### src/rtl/adc.sv
// Counter-based ADC datapath: comparator synchronizer, settle-delay timer,
// saturating conversion counter and output latch, sequenced by an external FSM.
module adc #(
  parameter int WIDTH        = 8,
  parameter int DELAY_CYCLES = 4
) (
  input  logic             clk,
  input  logic             rst_n,
  input  logic             counter_en,
  input  logic             latch_en,
  input  logic             delay_en,
  input  logic             reset_counter,
  input  logic             compared_value,
  output logic             delay_completed,
  output logic             of_r,
  output logic [WIDTH-1:0] pwm_r
);

  localparam int            DW        = $clog2(DELAY_CYCLES + 1);
  localparam logic [DW-1:0] DELAY_MAX = DW'(DELAY_CYCLES);

  logic             sync_q;
  logic             cmp_s;
  logic [DW-1:0]    delay_cnt;
  logic [WIDTH-1:0] cnt;
  logic             ovf;

  assign delay_completed = (delay_cnt == DELAY_MAX);

  // The comparator is asynchronous to clk, so it is only ever used after two flops.
  always_ff @(posedge clk or negedge rst_n) begin
    if (!rst_n) begin
      sync_q <= 1'b0;
      cmp_s  <= 1'b0;
    end else begin
      sync_q <= compared_value;
      cmp_s  <= sync_q;
    end
  end

  always_ff @(posedge clk or negedge rst_n) begin
    if (!rst_n) begin
      delay_cnt <= '0;
    end else if (!delay_en) begin
      delay_cnt <= '0;
    end else if (delay_cnt != DELAY_MAX) begin
      delay_cnt <= delay_cnt + 1'b1;
    end
  end

  // Counter saturates at all-ones instead of wrapping; ovf stays set until cleared.
  always_ff @(posedge clk or negedge rst_n) begin
    if (!rst_n) begin
      cnt <= '0;
      ovf <= 1'b0;
    end else if (reset_counter) begin
      cnt <= '0;
      ovf <= 1'b0;
    end else if (counter_en && cmp_s) begin
      if (cnt != '1) begin
        cnt <= cnt + 1'b1;
      end else begin
        ovf <= 1'b1;
      end
    end
  end

  always_ff @(posedge clk or negedge rst_n) begin
    if (!rst_n) begin
      pwm_r <= '0;
      of_r  <= 1'b0;
    end else if (latch_en) begin
      pwm_r <= cnt;
      of_r  <= ovf;
    end
  end

endmodule

### config.mk
export PLATFORM = sky130hd
export DESIGN_NAME = adc
export DESIGN_NICKNAME = d
export VERILOG_FILES = /design/src/rtl/adc.sv
export SDC_FILE = /design/constraint.sdc
export NUM_CORES = 1
export LEC_CHECK = 0
export BUFFER_PORTS_ARGS = -buffer_cell sky130_fd_sc_hd__buf_2
export CELL_PAD_IN_SITES_DETAIL_PLACEMENT = 1
export CELL_PAD_IN_SITES_GLOBAL_PLACEMENT = 2
export CORE_ASPECT_RATIO = 1.5
export CORE_MARGIN = 2
export CORE_UTILIZATION = 30
export DETAILED_ROUTE_END_ITERATION = 6
export PLACE_DENSITY_LB_ADDON = 0.1
export SLEW_MARGIN = 5
export SYNTH_ARGS = -nofsm -noshare
export SYNTH_HDL_FRONTEND = slang
export SYNTH_SLANG_ARGS = --single-unit
### constraint.sdc
create_clock -name clk -period 1.9 [get_ports clk]
set_input_delay 0.285 -clock clk [delete_from_list [all_inputs] [get_ports clk]]
set_output_delay 0.285 -clock clk [all_outputs]
set_load 0.03 [all_outputs]
==> metrics.md <==
| Metric | Value |
|---|---|
| Status | finished with violations |
| Failing checks | hold timing |
| Setup Buffers After CTS | 0 |
| TNS Setup | 0 ps |
| Worst hold slack | -14.7 ps |
| Die Span X | 53.0 um |
| Worst hold path class | input pin to asynchronous set/reset pin |
| Stages on worst setup path | 4 |
| Multi-input logic area | 464 sq um |
| Longest Clk Path Bufs | 2 |
| Worst path bufs/invs | 0 |
| Commonest non-fill, non-tap cell in the layout | dfrtp_1 |
| Crit-path cells | ha_1 -> and3_1 -> a2111oi_4 -> mux2_1 |
| Max VDD drop | 0.000319 V |
| CP endpoint kind | flip-flop |
| Detailed Place HPWL | 1640 um |
| # rows | 26 |
| Share of cells above drive strength 1 | 0.287 |
| IO Count | 17 |
| Setup crit start | cnt[0] |
| Adder-cell area share of the yosys netlist | 0.0347 |
| Slowest stage delay, CP | 440 ps |
| DR vias/cell | 5.09 |
| Worst setup SP type | flip-flop |
| Avg WL per Cell | 14.9 um |
| Slew @ Worst Pin | 528 ps |
| Fmax | 572 MHz |
| Post-CTS sizing | 0 |
| Worst skew pair latency | 270 ps |
| Sequential area share after synthesis | 0.532 |
| Max Slew Vio Count | 0 |
| Period utilisation layout | 0.921 |
| Initial Util | 0.317 |
| # clock sinks | 23 |
| Grt ovf | 0 |
| Root buf cell | clkbuf_8 |
| Final setup viols | 0 |
| Critical Path Fanout Max | 6 |
| Layout area overhead | 14.3% |
| Synthesized Nets | 102 |
| Cell area after synthesis | 1080 sq um |
| Chip height | 77.6 um |
| H-tree levels | 1 |
| Mux contribution to synthesized area | 0.124 |
| Gpl congestion | 0.657 |
| CP Data Required Time | 2050 ps |
| Unrepaired setup endpoints after global routing | false |
| Crit path max-delay family | flip-flops |
| Pwr/cell area | 736 nW/um^2 |
| Most frequent cells in the layout | dfrtp_1, buf_2, mux2_2, inv_1, nand2_1 |
| Fin crit period | 1750 ps |
| Final hold violation count | 16 |
| Critical Path Slowest Stage Cell | dfrtp_1 |
| CP Class | flip-flop to flip-flop |
| Largest family of logic cells by synthesized area | simple AND/OR/NAND/NOR gates |
| Antenna violations before repair | 0 |
| R2R depth | 4 |
| Reg2reg end | cnt[5] |
| Post-synthesis simple-gate area fraction | 0.149 |
| Unique cell type count in the Yosys netlist | 33 |
| Yosys top cell area share | 0.532 |
| Slew headroom | 0.648 |
| Hold-fix buffers, CTS | 0 |
| First-pass GRT wire length | 4020 um |
| #FFs+latches synth | 23 |
| Static Leak | 0.000606 uW |
| Fillers | 399 |
| Reg2reg start | cnt[0] |
| Clock skew | 9.44 ps |
| Vias in the first global route | 856 |
| Vias | 763 |
| GR Util All Layers | 0.130 |
| NumNets Final | 119 |
| Syn Area/Cell | 11.8 sq um |
| CTS tree | built |
| Main area contributors after synthesis | dfrtp_1, mux2_2, ha_1, a2111oi_4, a31oi_1 |
| Max-cap violations | 0 |
| Post-Syn Instances | 92 |
| First-pass DRT Iterations | 4 |
| End of the critical path | cnt[5] |
| CTS clk-pin slew, worst paths | 90 ps |
| DRC | 0 |
| Reg2reg setup slack | 150 ps |
| Cell taking the most area after synthesis | dfrtp_1 |
| Largest net degree at the start of global routing | 24 |
| Core outline area | 3420 sq um |
| Design Power | 911 uW |
| Compound-Gate Fraction of Synth Area | 0.113 |
| XOR/XNOR share of the synthesized area | 0.00809 |
| Final ANT Viol Nets | 0 |
| Ys Warns | 0 |
| I/O Buffers | 16 |
| N_diodes | 0 |
| DRT Wirelength | 2240 um |
| Die ar. | 4110 sq um |
| Num CTS Buffers | 3 |
| Iter 0 DRT Violations | 11 |
| WP data arrival | 1900 ps |
| Register area | 576 sq um |
## cells in the mapped netlist
| library cell | n |
|---|---|
| dfrtp_1 | 23 |
| mux2_2 | 10 |
| inv_1 | 5 |
| nand2_1 | 5 |
| a31oi_1 | 4 |
| nor2_1 | 4 |
| a21oi_1 | 3 |
| ha_1 | 3 |
| nand3_1 | 3 |
| a21boi_0 | 2 |
| and2_1 | 2 |
| and3_1 | 2 |
| and4_1 | 2 |
| clkbuf_1 | 2 |
| nand2b_1 | 2 |
| nor2b_1 | 2 |
| nor3_1 | 2 |
| a2111oi_4 | 1 |
| a211oi_1 | 1 |
| a311oi_1 | 1 |
| a41o_1 | 1 |
| a41oi_1 | 1 |
| buf_2 | 1 |
| buf_6 | 1 |
| mux2_1 | 1 |
| mux2i_1 | 1 |
| nand4_1 | 1 |
| nor4_1 | 1 |
| nor4b_1 | 1 |
| o21ai_0 | 1 |
| or2b_1 | 1 |
| or3_1 | 1 |
| xnor2_1 | 1 |
## routing by layer
layer  global-route usage  share of wire
met1                0.156           0.42
met2                0.224           0.55
met3               0.0231          0.022
met4               0.0462         0.0076
met5                    0              0
## sequential cells by signal, indices dropped and copies added, names as in the netlist
name       count
cnt            8
pwm_r          8
delay_cnt      3
cmp_s          1
of_r           1
ovf            1
sync_q         1
## how the worst min path moves through the flow
stage / from / endpoint / slack (ps) / depth (start not counted)
after floorplan: rst_n / cmp_s / -10 / 0
after global placement: rst_n / cnt[3] / 290 / 1
after detailed placement: rst_n / cnt[2] / 310 / 1
after CTS: rst_n / cnt[2] / 7 / 1
after global routing: rst_n / cnt[7] / 10 / 1
final: rst_n / cnt[2] / -10 / 1
## layout make-up
cell class              count  share of cell area
clock buffers               3              0.0334
flip-flops and latches     23               0.465
repair buffers             16              0.0647
clock inverters             1             0.00404
multi-input cells          60               0.375
well taps                  42              0.0425
inverters                   5              0.0152
## per-stage QoR
step	hold WS [ps]	instance area (sq um)	instances	util	setup WS, ps
floorplan	-10.6	1080	92	-	277
global placement	294	1190	146	0.349	211
detailed placement	305	1190	146	0.349	176
CTS	7.21	1240	150	0.362	148
global route	14.0	1240	150	0.362	79.6
finish	-14.7	1240	150	0.362	151
## worst reg2reg max path, delay by kind of cell, from the launching register on
kind	cells	cell delay, ps
fa+ha+maj	1	270
simple gates	1	260
compound gates	1	310
mux	1	350
flops	1	440
## where the power goes
| part | switching [uW] | internal, uW |
|---|---|---|
| clock network | 160 | 146 |
| registers | 13.8 | 505 |
| logic | 52.8 | 32.8 |
| total | 227 | 684 |
## cells by family after synthesis
group,Yosys count
buf+inv,9
fa+ha+maj,3
simple gates,29
flops,23
xor+xnor,1
compound gates,15
mux,12
Power figures use the tool's default switching activity.
